<file path="config.mk">
export PLATFORM = sky130hd
export DESIGN_NAME = muldiv_unit
export DESIGN_NICKNAME = d
export VERILOG_FILES = /design/src/rtl/muldiv_unit.sv
export SDC_FILE = /design/constraint.sdc
export NUM_CORES = 1
export LEC_CHECK = 0
export ABC_AREA = 1
export CORE_UTILIZATION = 30
export DETAILED_ROUTE_END_ITERATION = 10
export PLACE_DENSITY = 0.52
export SLEW_MARGIN = 15
export SYNTH_ARGS = -nofsm -noshare
export SYNTH_HDL_FRONTEND = slang
export SYNTH_SLANG_ARGS = --single-unit
export TNS_END_PERCENT = 20
</file>
<file path="constraint.sdc">
create_clock -name clk -period 13.2 [get_ports clk]
set_input_delay 1.98 -clock clk [delete_from_list [all_inputs] [get_ports clk]]
set_output_delay 1.98 -clock clk [all_outputs]
set_load 0.1 [all_outputs]
</file>
<file path="src/rtl/muldiv_unit.sv">
// rtl/muldiv_unit.sv - iterative MULT/MULTU/DIV/DIVU unit owning HI/LO, with MTHI/MTLO writes
// Optional: define MULDIV_FAST_MUL_EN for a single-cycle combinational multiply.
module muldiv_unit #(
  parameter int WIDTH = 32
) (
  input  logic             clk,
  input  logic             reset,
  input  logic             start,
  input  logic [2:0]       op,
  input  logic [WIDTH-1:0] a,
  input  logic [WIDTH-1:0] b,
  output logic             busy,
  output logic             done,
  output logic             div_by_zero,
  output logic [WIDTH-1:0] hi,
  output logic [WIDTH-1:0] lo
);

  localparam int CNT_W = $clog2(WIDTH + 1);

  localparam logic [2:0] OP_MULT  = 3'd0;
  localparam logic [2:0] OP_MULTU = 3'd1;
  localparam logic [2:0] OP_DIV   = 3'd2;
  localparam logic [2:0] OP_DIVU  = 3'd3;
  localparam logic [2:0] OP_MTHI  = 3'd4;
  localparam logic [2:0] OP_MTLO  = 3'd5;

  typedef enum logic [1:0] {S_IDLE, S_RUN, S_FIX} state_t;

  state_t               state_q;
  logic [CNT_W-1:0]     cnt_q;
  logic [2*WIDTH-1:0]   acc_q;
  logic [WIDTH-1:0]     opnd_q;
  logic                 is_div_q, sign_a_q, sign_b_q, zdiv_q;
  logic                 busy_q, done_q, dbz_q;
  logic [WIDTH-1:0]     hi_q, lo_q;

  logic                 signed_op;
  logic [WIDTH-1:0]     a_mag, b_mag;
  logic [WIDTH:0]       mul_sum, rem_sh, div_diff;
  logic [2*WIDTH-1:0]   mul_next, div_next, prod_fix;
  logic [WIDTH-1:0]     fix_hi, fix_lo;

  assign signed_op = (op == OP_MULT) || (op == OP_DIV);
  assign a_mag     = (signed_op && a[WIDTH-1]) ? -a : a;
  assign b_mag     = (signed_op && b[WIDTH-1]) ? -b : b;

  // Multiply: acc = {partial product, remaining multiplier bits}
  assign mul_sum  = {1'b0, acc_q[2*WIDTH-1:WIDTH]} + {1'b0, (acc_q[0] ? opnd_q : {WIDTH{1'b0}})};
  assign mul_next = {mul_sum, acc_q[WIDTH-1:1]};

  // Divide: acc = {partial remainder, dividend bits / quotient bits}
  assign rem_sh   = {acc_q[2*WIDTH-1:WIDTH], acc_q[WIDTH-1]};
  assign div_diff = rem_sh - {1'b0, opnd_q};
  assign div_next = div_diff[WIDTH] ? {rem_sh[WIDTH-1:0], acc_q[WIDTH-2:0], 1'b0}
                                    : {div_diff[WIDTH-1:0], acc_q[WIDTH-2:0], 1'b1};

`ifdef MULDIV_FAST_MUL_EN
  logic [2*WIDTH-1:0] a_ext, b_ext, fast_prod;
  assign a_ext     = {{WIDTH{signed_op & a[WIDTH-1]}}, a};
  assign b_ext     = {{WIDTH{signed_op & b[WIDTH-1]}}, b};
  assign fast_prod = a_ext * b_ext;
`endif

  always_comb begin
    fix_hi   = '0;
    fix_lo   = '0;
    prod_fix = (sign_a_q ^ sign_b_q) ? -acc_q : acc_q;
    if (is_div_q) begin
      fix_hi = sign_a_q ? -acc_q[2*WIDTH-1:WIDTH] : acc_q[2*WIDTH-1:WIDTH];
      fix_lo = (sign_a_q ^ sign_b_q) ? -acc_q[WIDTH-1:0] : acc_q[WIDTH-1:0];
    end else begin
      {fix_hi, fix_lo} = prod_fix;
    end
  end

  always_ff @(posedge clk or posedge reset) begin
    if (reset) begin
      state_q  <= S_IDLE;
      cnt_q    <= '0;
      acc_q    <= '0;
      opnd_q   <= '0;
      is_div_q <= 1'b0;
      sign_a_q <= 1'b0;
      sign_b_q <= 1'b0;
      zdiv_q   <= 1'b0;
      busy_q   <= 1'b0;
      done_q   <= 1'b0;
      dbz_q    <= 1'b0;
      hi_q     <= '0;
      lo_q     <= '0;
    end else begin
      done_q <= 1'b0;
      case (state_q)
        S_IDLE: begin
          if (start) begin
            case (op)
              OP_MULT, OP_MULTU, OP_DIV, OP_DIVU: begin
                dbz_q    <= 1'b0;
                busy_q   <= 1'b1;
                is_div_q <= op[1];
                sign_a_q <= signed_op & a[WIDTH-1];
                sign_b_q <= signed_op & b[WIDTH-1];
                opnd_q   <= op[1] ? b_mag : a_mag;
                acc_q    <= {{WIDTH{1'b0}}, (op[1] ? a_mag : b_mag)};
                cnt_q    <= CNT_W'(WIDTH);
                zdiv_q   <= 1'b0;
                state_q  <= S_RUN;
                // Zero divisor: preload the raw result and let FIX pass it through
                if (op[1] && (b == '0)) begin
                  zdiv_q   <= 1'b1;
                  sign_a_q <= 1'b0;
                  sign_b_q <= 1'b0;
                  acc_q    <= {a, {WIDTH{1'b1}}};
                  state_q  <= S_FIX;
                end
`ifdef MULDIV_FAST_MUL_EN
                if (!op[1]) begin
                  sign_a_q <= 1'b0;
                  sign_b_q <= 1'b0;
                  acc_q    <= fast_prod;
                  state_q  <= S_FIX;
                end
`endif
              end
              OP_MTHI: begin
                hi_q   <= a;
                dbz_q  <= 1'b0;
                done_q <= 1'b1;
              end
              OP_MTLO: begin
                lo_q   <= a;
                dbz_q  <= 1'b0;
                done_q <= 1'b1;
              end
              default: ;
            endcase
          end
        end
        S_RUN: begin
          acc_q <= is_div_q ? div_next : mul_next;
          cnt_q <= cnt_q - CNT_W'(1);
          if (cnt_q == CNT_W'(1)) state_q <= S_FIX;
        end
        S_FIX: begin
          hi_q    <= fix_hi;
          lo_q    <= fix_lo;
          dbz_q   <= zdiv_q;
          done_q  <= 1'b1;
          busy_q  <= 1'b0;
          state_q <= S_IDLE;
        end
        default: state_q <= S_IDLE;
      endcase
    end
  end

  assign busy        = busy_q;
  assign done        = done_q;
  assign div_by_zero = dbz_q;
  assign hi          = hi_q;
  assign lo          = lo_q;

endmodule

</file>
* Word level (Yosys, flattened, before mapping)
Cells that the tools add are included.
Cells by class: multiplexer cells 42, add/subtract/negate cells 8, eq/ne operators 14, bitwise logic cells 3, reduce and logical (&&, ||, !) cells 19
Operator list (number):
- $mux W32 | 13
- $mux W64 | 6
- $neg A32 Y32 | 4
- $pmux W32 S2 | 2
- $pmux W64 S2 | 1
- $neg A64 Y64 | 1
- $add A32 B32 Y33 | 1
- $sub A33 B32 Y33 | 1
- $logic_not A32 Y1 | 1
- $reduce_and A3 Y1 | 7
- $mux W6 | 2
- $pmux W6 S2 | 1
- $mux W1 | 9
- $mux W2 | 4
- $eq A3 B2 Y1 const B | 2
- $eq A3 B3 Y1 const B | 2
- $eq A6 B1 Y1 const B | 1
- $ne A2 B1 Y1 const B | 3
- $ne A2 B2 Y1 const B | 3
- $pmux W1 S2 | 3
- $reduce_or A6 Y1 | 1
- $sub A6 B1 Y6 const B | 1
- $pmux W2 S2 | 1
- $reduce_bool A2 Y1 | 2
- other kinds (11) | 14
Word-level totals: output and inout port bits 67, word-level logic and storage cells 99, flip-flop bits (word level) 175, input port bits 70

* Logic depth before layout (Yosys ltp)
Gate-level depths: netlist of the first run.
depth after elaboration 9, mapped depth 21, mapped depth without buffers 20

* Least setup slack after synthesis of the first run
Ideal clock, no wire load.
path kind in2reg, start point input b[0], end point register acc_q[12], library setup time 0.087 ns, data required time 13.113 ns, arrival 3.417 ns, buffers on the path 0, stages 11, path slack 9.696 ns, cells stage by stage inv_1 -> ha_1 -> nand3_1 -> nor2_1 -> nand2_1 -> inv_2 -> nand4_1 -> nand3b_1 -> nand3_1 -> nand2_1 -> a22oi_1
On the way: word-level cells in the longest chain between the ends 7, elaborated cells between the ends (all ways) 9
RTL lines:
- start: declaration | line 11 | input logic [WIDTH-1:0] b,
- $neg A32 Y32 | line 46 | assign b_mag = (signed_op && b[WIDTH-1]) ? -b : b;
- $mux W32 | line 46
- $mux W32 | line 105 | acc_q <= {{WIDTH{1'b0}}, (op[1] ? a_mag : b_mag)};
- $mux W64 (*) | line 110 | if (op[1] && (b == '0)) begin
- $mux W64 (*) | line 97 | case (op)
- $mux W64 (*) | line 96 | if (start) begin
- $pmux W64 S2 (*) | line 94 | case (state_q)
- end signal: assignment | line 105
- end signal: assignment | line 114 | acc_q <= {a, {WIDTH{1'b1}}};
- end signal: assignment | line 141 | acc_q <= is_div_q ? div_next : mul_next;
- end: declaration | line 32 | logic [2*WIDTH-1:0] acc_q;
Every way passes the cells marked *; elsewhere a longest branch is shown, timed or not. The select of a mux whose other input is x is not followed. A chain may end at the register's enable or synchronous reset.

* Final worst setup path of the first run
start point input op[1], end point register acc_q[11]
On the way: word-level cells in the longest chain between the ends 9, elaborated cells between the ends (all ways) 18
RTL lines:
- start: declaration | line 9 | input logic [2:0] op,
- $eq A3 B2 Y1 or $logic_not A3 Y1 (tied branches) | line 44, 97
- $logic_or A1 B1 Y1 | line 44 | assign signed_op = (op == OP_MULT) || (op == OP_DIV);
- $logic_and A1 B1 Y1, on equally long branches | line 46, 45
- $mux W32, on equally long branches | line 46, 45
- $mux W32 | line 105
- $mux W64 | line 110
- $mux W64 | line 97
- $mux W64 | line 96
- $pmux W64 S2 | line 94
Parallel ways exist; a longest one is shown, timed or not. The select of a mux whose other input is x is not followed.

==> results.cfg, run 1 <==
[die]
die_area_sq_mm = 0.06521
core_sq_mm = 0.06320
die_w_microns = 255.4
initial_core_util = 0.3047
ios = 137
die_height_microns = 255.4
row_count = 92

[sta]
fin_worst_skew_ns = 0.01941
finalCritPeriodShare = 0.3827
maxSlewViolCount = 0
hold_violations = 0
tightest_slew_ns = 1.104
holdWs_ns = 0.4834
slew_headroom = 0.2592
rsz0062_at_grt = no
tns_ns = 0
fmax_mhz = 198.0
setup_viol = 0
finalCriticalPeriod_ns = 5.051

[clock_tree]
numCtsBuffers = 17
htreeDepth = 4
cts_resized = 0
cts-root-buf = clkbuf_16
cts_setup_buffers = 0
cts.sink_count = 175
cts.path.max_buffers = 2
worstSkewPairLatency_ns = 0.48
cts_tree = built
cts_hold_buf = 0
clk_pin_slew_worst_paths_ns = 0.07

[pwr]
power.density_mw_per_mm2 = 302.1
leakagePower_nw = 11.48
ir_worst_vdd_mv = 0.1718

[route]
dr_wl_met2_mm = 40.97
wl_met3_mm = 9.896
drtIter0Drc = 2812
dr_total_vias = 23120
drcViolationCount = 0
wl_mm = 99.94
ant_nets = 0
met1_length_mm = 45.73
wire_per_inst_microns = 22.64
first_pass_iters = 5
top_layer_used = met5
viasPerCell = 5.237

[placement]
hpwl_mm = 80.62
place_inst = 4383
place_congestion = 1.038
numPortBuffers = 136

[worst_setup_path]
r2r_slack_ns = 9.09
worstSetupEndpointType = register
r2r_start = acc_q[32]
crit_buf_inv = 3
worst-setup-path-type = in -> reg
cpPeakStageDelay_ns = 0.98
slowest_stage = clkinv_1
crit_family = buffers and inverters
required_ns = 13.59
reg2reg_to = acc_q[46]
startpoint_type = input pin
crit_fanout = 37
rr_worst_depth = 18
worstPathCellList = clkdlybuf4s50_1, buf_4, clkinv_1, nor4_1, nand3b_1, nand3_1, nand2_1, a22oi_1
cp.arrival_ns = 5.44

[synthesis]
syn_area_per_cell_sq_um = 5.518
yosysTopAreaCell = nand2_1
synth_ff_type = dfrtp_1
syn_nets = 3632
yosysSeqAreaShare = 0.2274
synth_area_leaders = nand2_1 23%, dfrtp_1 23%, inv_1 9.8%
async_flop_share = 1.000
synth_cell_types = 44
synth_seq_cells = 175
synth-edff-count = 0
syn_area_sq_mm = 0.01926
synth.top_cell.area_share = 0.2339
yosysWarnings = 0
synthCells = 3490

[finish]
instances_no_fill = 4415
drive_gt1_frac = 0.02971
num-nets-final = 3698
n_fill_cell = 7246
fin_util = 0.3483
synthToLayoutAreaGrowth_pct = 14.31

[global_routing]
antenna_found_initial = 3
grt_start_max_net_pins = 81
grt_pass1_wl_mm = 145.6
grt_overflow = 0
grt_usage = 0.3015
grt_pass1_vias = 21200

[hold_path]
whs_path_depth = 2
hold_start = lo[22]
hp-class = reg -> reg
hold_end = lo[22]

[run]
drv_cap = 0

[outcome]
outcome = finished clean
-- registers in the layout, summed over array words and instances (netlist names) --
| signal | count |
|---|---|
| busy | 1 |
| div_by_zero | 1 |
| sign_b_q | 1 |
| done | 1 |
| is_div_q | 1 |
| lo | 32 |
| cnt_q | 6 |
| opnd_q | 32 |
| hi | 32 |
| zdiv_q | 1 |
| sign_a_q | 1 |
| state_q | 2 |
| acc_q | 64 |
-- cells in the mapped netlist, types with 17 or more instances --
master,count
nor2_1,486
nand2_1,1200
a31oi_1,36
clkbuf_1,75
o211ai_1,35
ha_1,70
nand4_1,40
a21oi_1,180
buf_2,25
o21ai_0,183
xor2_1,52
dfrtp_1,175
nor3_1,17
nand3_1,285
buf_1,17
inv_1,501
-- per-stage QoR --
stage | instance area [sq um] | worst slack, ns | power (mW)
finish | 22010 | 8.149 | 6.651
global route | 22010 | 7.874 | 7.110
CTS | 22010 | 8.227 | 6.553
detailed placement | 21460 | 7.740 | 6.029
global placement | 21460 | 7.670 | 6.038
floorplan | 19260 | 6.475 | 4.386
-- worst max path at each step --
stage               startpoint         to  cells after the start  slack (ns)
floorplan                reset   acc_q[0]                      1        6.47
global placement         op[1]  acc_q[58]                      9        7.67
detailed placement       op[1]  acc_q[58]                      9        7.74
CTS                      op[1]  acc_q[58]                      9        8.23
global route             op[1]  acc_q[11]                      8        7.87
finish                   op[1]  acc_q[11]                      8        8.15
-- routing by layer --
metal / GRT usage / vias up
li1: - / 11100
met1: 0.4383 / 10710
met2: 0.4364 / 1155
met3: 0.06538 / 148
met4: 0.09605 / 4
met5: 0 / -
-- final cells by class --
class	instances	area, sq um	share of cell area
Inverter	518	1952	0.08867
Clock inverter	12	112.6	0.005115
Sequential cell	175	4382	0.1990
Tap cell	846	1059	0.04808
Clock buffer	19	442.9	0.02012
Multi-Input combinational cell	2677	12470	0.5664
Antenna cell	1	2.502	0.0001137
Timing Repair Buffer	167	1594	0.07241
-- cell families (layout without fill, tap and decap cells) --
logic type	Yosys count	after routing	synth area share
AND/OR/NAND/NOR	2072	2072	0.4376
buffers and inverters	638	716	0.1268
AO/OA/AOI/OAI	471	471	0.1325
flip-flops	175	175	0.2274
adder cells (fa/ha/maj)	72	72	0.04756
XOR/XNOR	62	62	0.02820
other	0	1	0
-- where the power goes --
part	internal (mW)	switching, mW	total [mW]
Combinational	1.31	3.66	4.97
Sequential	0.794	0.372	1.17
Clock	0.265	0.247	0.512
-- worst min-delay path: cells and delay by family, from the launching register on --
family	cells	cell delay, ns
flip-flops	1	0.34
AO/OA/AOI/OAI	1	0.06
AND/OR/NAND/NOR	1	0.05
-- cells in the final DEF (no fill, tap or decap), drive strengths merged, types with 52 or more instances in the layout --
cell type,instances
nand2,1209
inv,514
nor2,494
nand3,288
o21ai,195
a21oi,180
dfrtp,175
clkdlybuf4s50,136
ha,70
xor2,52
Note: power is estimated with default switching activity, not from simulation.
==> inputs of run 2 (changes only) <==
--- a/config.mk
+++ b/config.mk
@@ -8,7 +8,7 @@
 export ABC_AREA = 1
 export CORE_UTILIZATION = 30
 export DETAILED_ROUTE_END_ITERATION = 10
-export PLACE_DENSITY = 0.52
+export PLACE_DENSITY = 0.54
 export SLEW_MARGIN = 15
 export SYNTH_ARGS = -nofsm -noshare
 export SYNTH_HDL_FRONTEND = slang
==> constraint.sdc (replaced) <==
create_clock -name clk -period 4.4 [get_ports clk]
set_input_delay 0.66 -clock clk [delete_from_list [all_inputs] [get_ports clk]]
set_output_delay 0.66 -clock clk [all_outputs]
set_load 0.1 [all_outputs]
==> results.cfg, run 2 (same netlist as run 1, synthesis figures left out) <==
[clock_tree]
numCtsBuffers = 17
cts_tree = built
cts.sink_count = 175
htreeDepth = 4
cts_setup_buffers = 0
cts-root-buf = clkbuf_16
clk_pin_slew_worst_paths_ns = 0.07
cts.path.max_buffers = 2
cts_hold_buf = 0
worstSkewPairLatency_ns = 0.50
cts_resized = 0

[global_routing]
grt_usage = 0.2968
grt_overflow = 0
grt_pass1_wl_mm = 143.4
antenna_found_initial = 3
grt_pass1_vias = 21230
grt_start_max_net_pins = 68

[finish]
n_fill_cell = 7221
regMostFlops = acc_q
synthToLayoutAreaGrowth_pct = 15.62
final_common_cell = nand2_1
num-nets-final = 3713
largest_reg_flops = 64
drive_gt1_frac = 0.03377
seqCellArea_sq_mm = 0.004382
layout_common_cells = 1,200 x nand2_1, 499 x inv_1, 481 x nor2_1
multi_input_area_sq_mm = 0.01247

[route]
wire_per_inst_microns = 22.12
ant_nets = 0
drtIter0Drc = 3068
viasPerCell = 5.263
first_pass_iters = 7
wl_mm = 97.99
dr_total_vias = 23320
drcViolationCount = 0

[worst_setup_path]
worst-setup-path-type = reg -> reg
startpoint_type = register
cp.arrival_ns = 3.87
required_ns = 4.83
rr_worst_depth = 14
reg2reg_to = acc_q[59]
r2r_start = acc_q[0]
worstSetupStartpoint = acc_q[0]
r2r_slack_ns = 0.96
worstSetupEndpointType = register
crit_fanout = 35

[sta]
slew_headroom = 0.2385
rsz0062_at_grt = no
maxSlewViolCount = 0
finalCriticalPeriod_ns = 3.436
fin_worst_skew_ns = 0.009899
hold_violations = 0
tightest_slew_ns = 1.139
setup_viol = 0
finalCritPeriodShare = 0.7808
tns_ns = 0
fmax_mhz = 291.1

[die]
ios = 137
die_w_microns = 255.4
initial_core_util = 0.3047
core_sq_mm = 0.06320
row_count = 92
die_height_microns = 255.4
die_area_sq_mm = 0.06521

[hold_path]
hold_start = cnt_q[4]
hp-class = reg -> reg
hold_end = cnt_q[4]
whs_path_depth = 1

[pwr]
ir_worst_vdd_mv = 0.5663
power.total_mw = 20.07
power.density_mw_per_mm2 = 901.6
leakagePower_nw = 11.60

[run]
drv_cap = 0

[placement]
numPortBuffers = 136
hpwl_mm = 79.04
place_congestion = 1.048

[outcome]
outcome = finished clean
## run 2: stage by stage
stage            util  setup slack, ns  hold WS (ns)  std cells  area (sq um)
2_1_floorplan       -            1.501        0.4498       3490         19260
3_3_place_gp   0.3420           0.7664        0.4715       4398         21610
3_5_place_dp   0.3420           0.7738        0.4779       4398         21610
4_1_cts        0.3523            1.054        0.4930       4429         22260
5_1_grt        0.3523           0.7207        0.5213       4429         22260
6_report       0.3523           0.9644        0.4887       4430         22270
## run 2: per-layer routing
layer,up-vias,global-route usage,part of all wire
met2,1193,0.4265,0.41
met4,2,0.08902,0.031
met1,10870,0.4360,0.45
met5,-,0,0.00013
li1,11120,-,-
met3,129,0.06518,0.11
## run 2: worst max-delay path by stage
stage / cells after the start / end
5_1_grt: 18 / acc_q[55]
4_1_cts: 19 / acc_q[59]
6_report: 14 / acc_q[59]
2_1_floorplan: 1 / acc_q[0]
3_3_place_gp: 10 / acc_q[8]
3_5_place_dp: 10 / acc_q[8]
## run 2: power by group
part           internal [mW]  switching (mW)  total, mW  leakage [nW]
clock network           1.02           0.741       1.76         0.302
logic                   3.98            10.8       14.8          9.20
registers               2.38            1.13       3.51          2.09
total                   7.39            12.7       20.1          11.6
## run 2: final cells by class
cell class / instances / share of cell area
Antenna cell: 1 / 0.0001124
Tap cell: 846 / 0.04754
Inverter: 518 / 0.08749
Multi-Input combinational cell: 2677 / 0.5600
Timing Repair Buffer: 182 / 0.07889
Clock buffer: 19 / 0.01989
Clock inverter: 12 / 0.009272
Sequential cell: 175 / 0.1968
## run 2: critical path, cell delays in order, from the launching register on
cell and delay, ns:
dfrtp_2 0.95, nand2_1 0.38, inv_1 0.16, ha_1 0.29, nand2_1 0.13, inv_1 0.06, a21oi_1 0.27, o21ai_0 0.19
a21oi_1 0.22, a21oi_1 0.10, nor2_1 0.30, nor2_1 0.07, nand2_1 0.13, nand2_1 0.06, nand2_1 0.05
==> variant: new RTL, flow settings as in run 2 <==
Encoding of `state_t`: now one-hot (3 bits for 3 states).
--- a/src/rtl/muldiv_unit.sv
+++ b/src/rtl/muldiv_unit.sv
@@ -26,5 +26,5 @@
   localparam logic [2:0] OP_MTLO  = 3'd5;
 
-  typedef enum logic [1:0] {S_IDLE, S_RUN, S_FIX} state_t;
+  typedef enum logic [2:0] {S_IDLE = 3'b001, S_RUN = 3'b010, S_FIX = 3'b100} state_t;
 
   state_t               state_q;
Function: no difference found for any inputs over 4 cycles, from zero or initial values and one cycle with reset high; so few cycles prove little.
==> variant against run 2 <==
  * Worst setup slack got worse by 0.11 ns
  * Area after synthesis fell by 1.0%
  * Non-clock buffer count fell by 10
  * Critical path depth rose by 5
  * First-iteration DRC count fell by 6.7%
  * Sequential cell count rose by 1
  * Wire length fell by 5.4%
  * Power fell by 13%
  * Design area fell by 1.4%
  * Synthesized cell count fell by 4.2%
  * Largest power group unchanged
  * Highest routed layer is now met4
==> variant: results (changes against run 2) <==
- DP Area: 0.0213 mm² (was 0.0216 mm²)
- Hold slack: 0.489 ns (about the same)
- Fill cell count: 7102 (was 7221)
- Largest stage delay, worst path: 0.57 ns (was 0.95 ns)
- Seq pwr share: 0.190 (was 0.175)
- Cell variety after synth: 54 (was 44)
- First-pass GRT wire length: 136000 µm (was 143000 µm)
- Grt met2 use: 0.440 (was 0.426)
- Commonest cells post-synth: nand2_1, inv_1, nor2_1 (unchanged)
- Largest net degree at the start of global routing: 126 (was 68)
- Iteration-0 DRC Markers: 2861 (was 3068)
- DR top layer: met4 (was met5)
- Seq/Total Area, Yosys: 0.231 (was 0.227)
- Final #Nets: 3563 (was 3713)
- Critical path's slowest cell: dfrtp_1 (was dfrtp_2)
- Pre-CTS setup slack: 0.694 ns (was 0.774 ns)
- GPL Wtd Cong: 1.03 (was 1.05)
- Total wire length: 92700 µm (was 98000 µm)
- Switching part of the total: 0.619 (was 0.632)
- M3 GR Usage: 0.0486 (was 0.0652)
- Mapped Nets: 3486 (was 3632)
- Clk_skew: 0.0123 ns (was 0.00990 ns)
- PnR worst setup slack: 0.855 ns (was 0.964 ns)
- Drt pass-1 iters: 8 (was 7)
- Status: finished, final reports clean (unchanged)
- Synth top area cells: nand2_1, dfrtp_1, inv_1 (unchanged)
- DP Wirelength: 75300 µm (was 79000 µm)
- Initial antenna violation count: 1 (was 3)
- Crit path DAT: 3.92 ns (was 3.87 ns)
- Share of layout cells above drive strength 1: 0.0448 (was 0.0338)
- Met2 wire len: 40200 µm (was 39800 µm)
- Vias in the first global route: 20900 (was 21200)
- Worst vdd rail ir drop: 0.649 mV (was 0.566 mV)
- CP max FO: 33 (was 35)
## variant: per-stage QoR
| step | instances | util |
|---|---|---|
| 3_5_place_dp | 4248 | 0.338 |
| 2_1_floorplan | 3344 | - |
| 3_3_place_gp | 4248 | 0.338 |
| 4_1_cts | 4280 | 0.349 |
| 5_1_grt | 4280 | 0.349 |
| 6_report | 4280 | 0.349 |
## variant: worst min-delay path, stage by stage (launching register included)
cell and delay, ns:
dfrtp_1 0.34, o21ai_1 0.06, nand3_1 0.06
## variant: worst paths after layout
kind	startpoint	endpoint	cells after the start
max in group asynchronous	reset	is_div_q	3
min in group asynchronous	reset	hi[26]	3
setup reg to reg	acc_q[31]	acc_q[35]	19
hold / removal	cnt_q[5]	cnt_q[5]	2
hold reg to reg	cnt_q[5]	cnt_q[5]	2
setup / recovery	acc_q[31]	acc_q[35]	19
## variant: cell families (layout without fill, tap and decap cells)
| family | after synthesis | count (layout) | synth area share |
|---|---|---|---|
| XOR/XNOR | 73 | 73 | 0.0335 |
| flip-flops | 176 | 176 | 0.231 |
| buffers and inverters | 618 | 708 | 0.126 |
| adder cells (fa/ha/maj) | 72 | 72 | 0.0481 |
| AND/OR/NAND/NOR | 1961 | 1961 | 0.426 |
| AO/OA/AOI/OAI | 444 | 444 | 0.135 |
## variant: cell type report
| cell class | instances | area, µm² | share of cell area |
|---|---|---|---|
| clock inverters | 11 | 201 | 0.00918 |
| clock buffers | 21 | 460 | 0.0210 |
| multi-input cells | 2550 | 12300 | 0.560 |
| well taps | 846 | 1060 | 0.0482 |
| flip-flops and latches | 176 | 4410 | 0.201 |
| inverters | 504 | 1900 | 0.0864 |
| repair buffers | 172 | 1640 | 0.0749 |
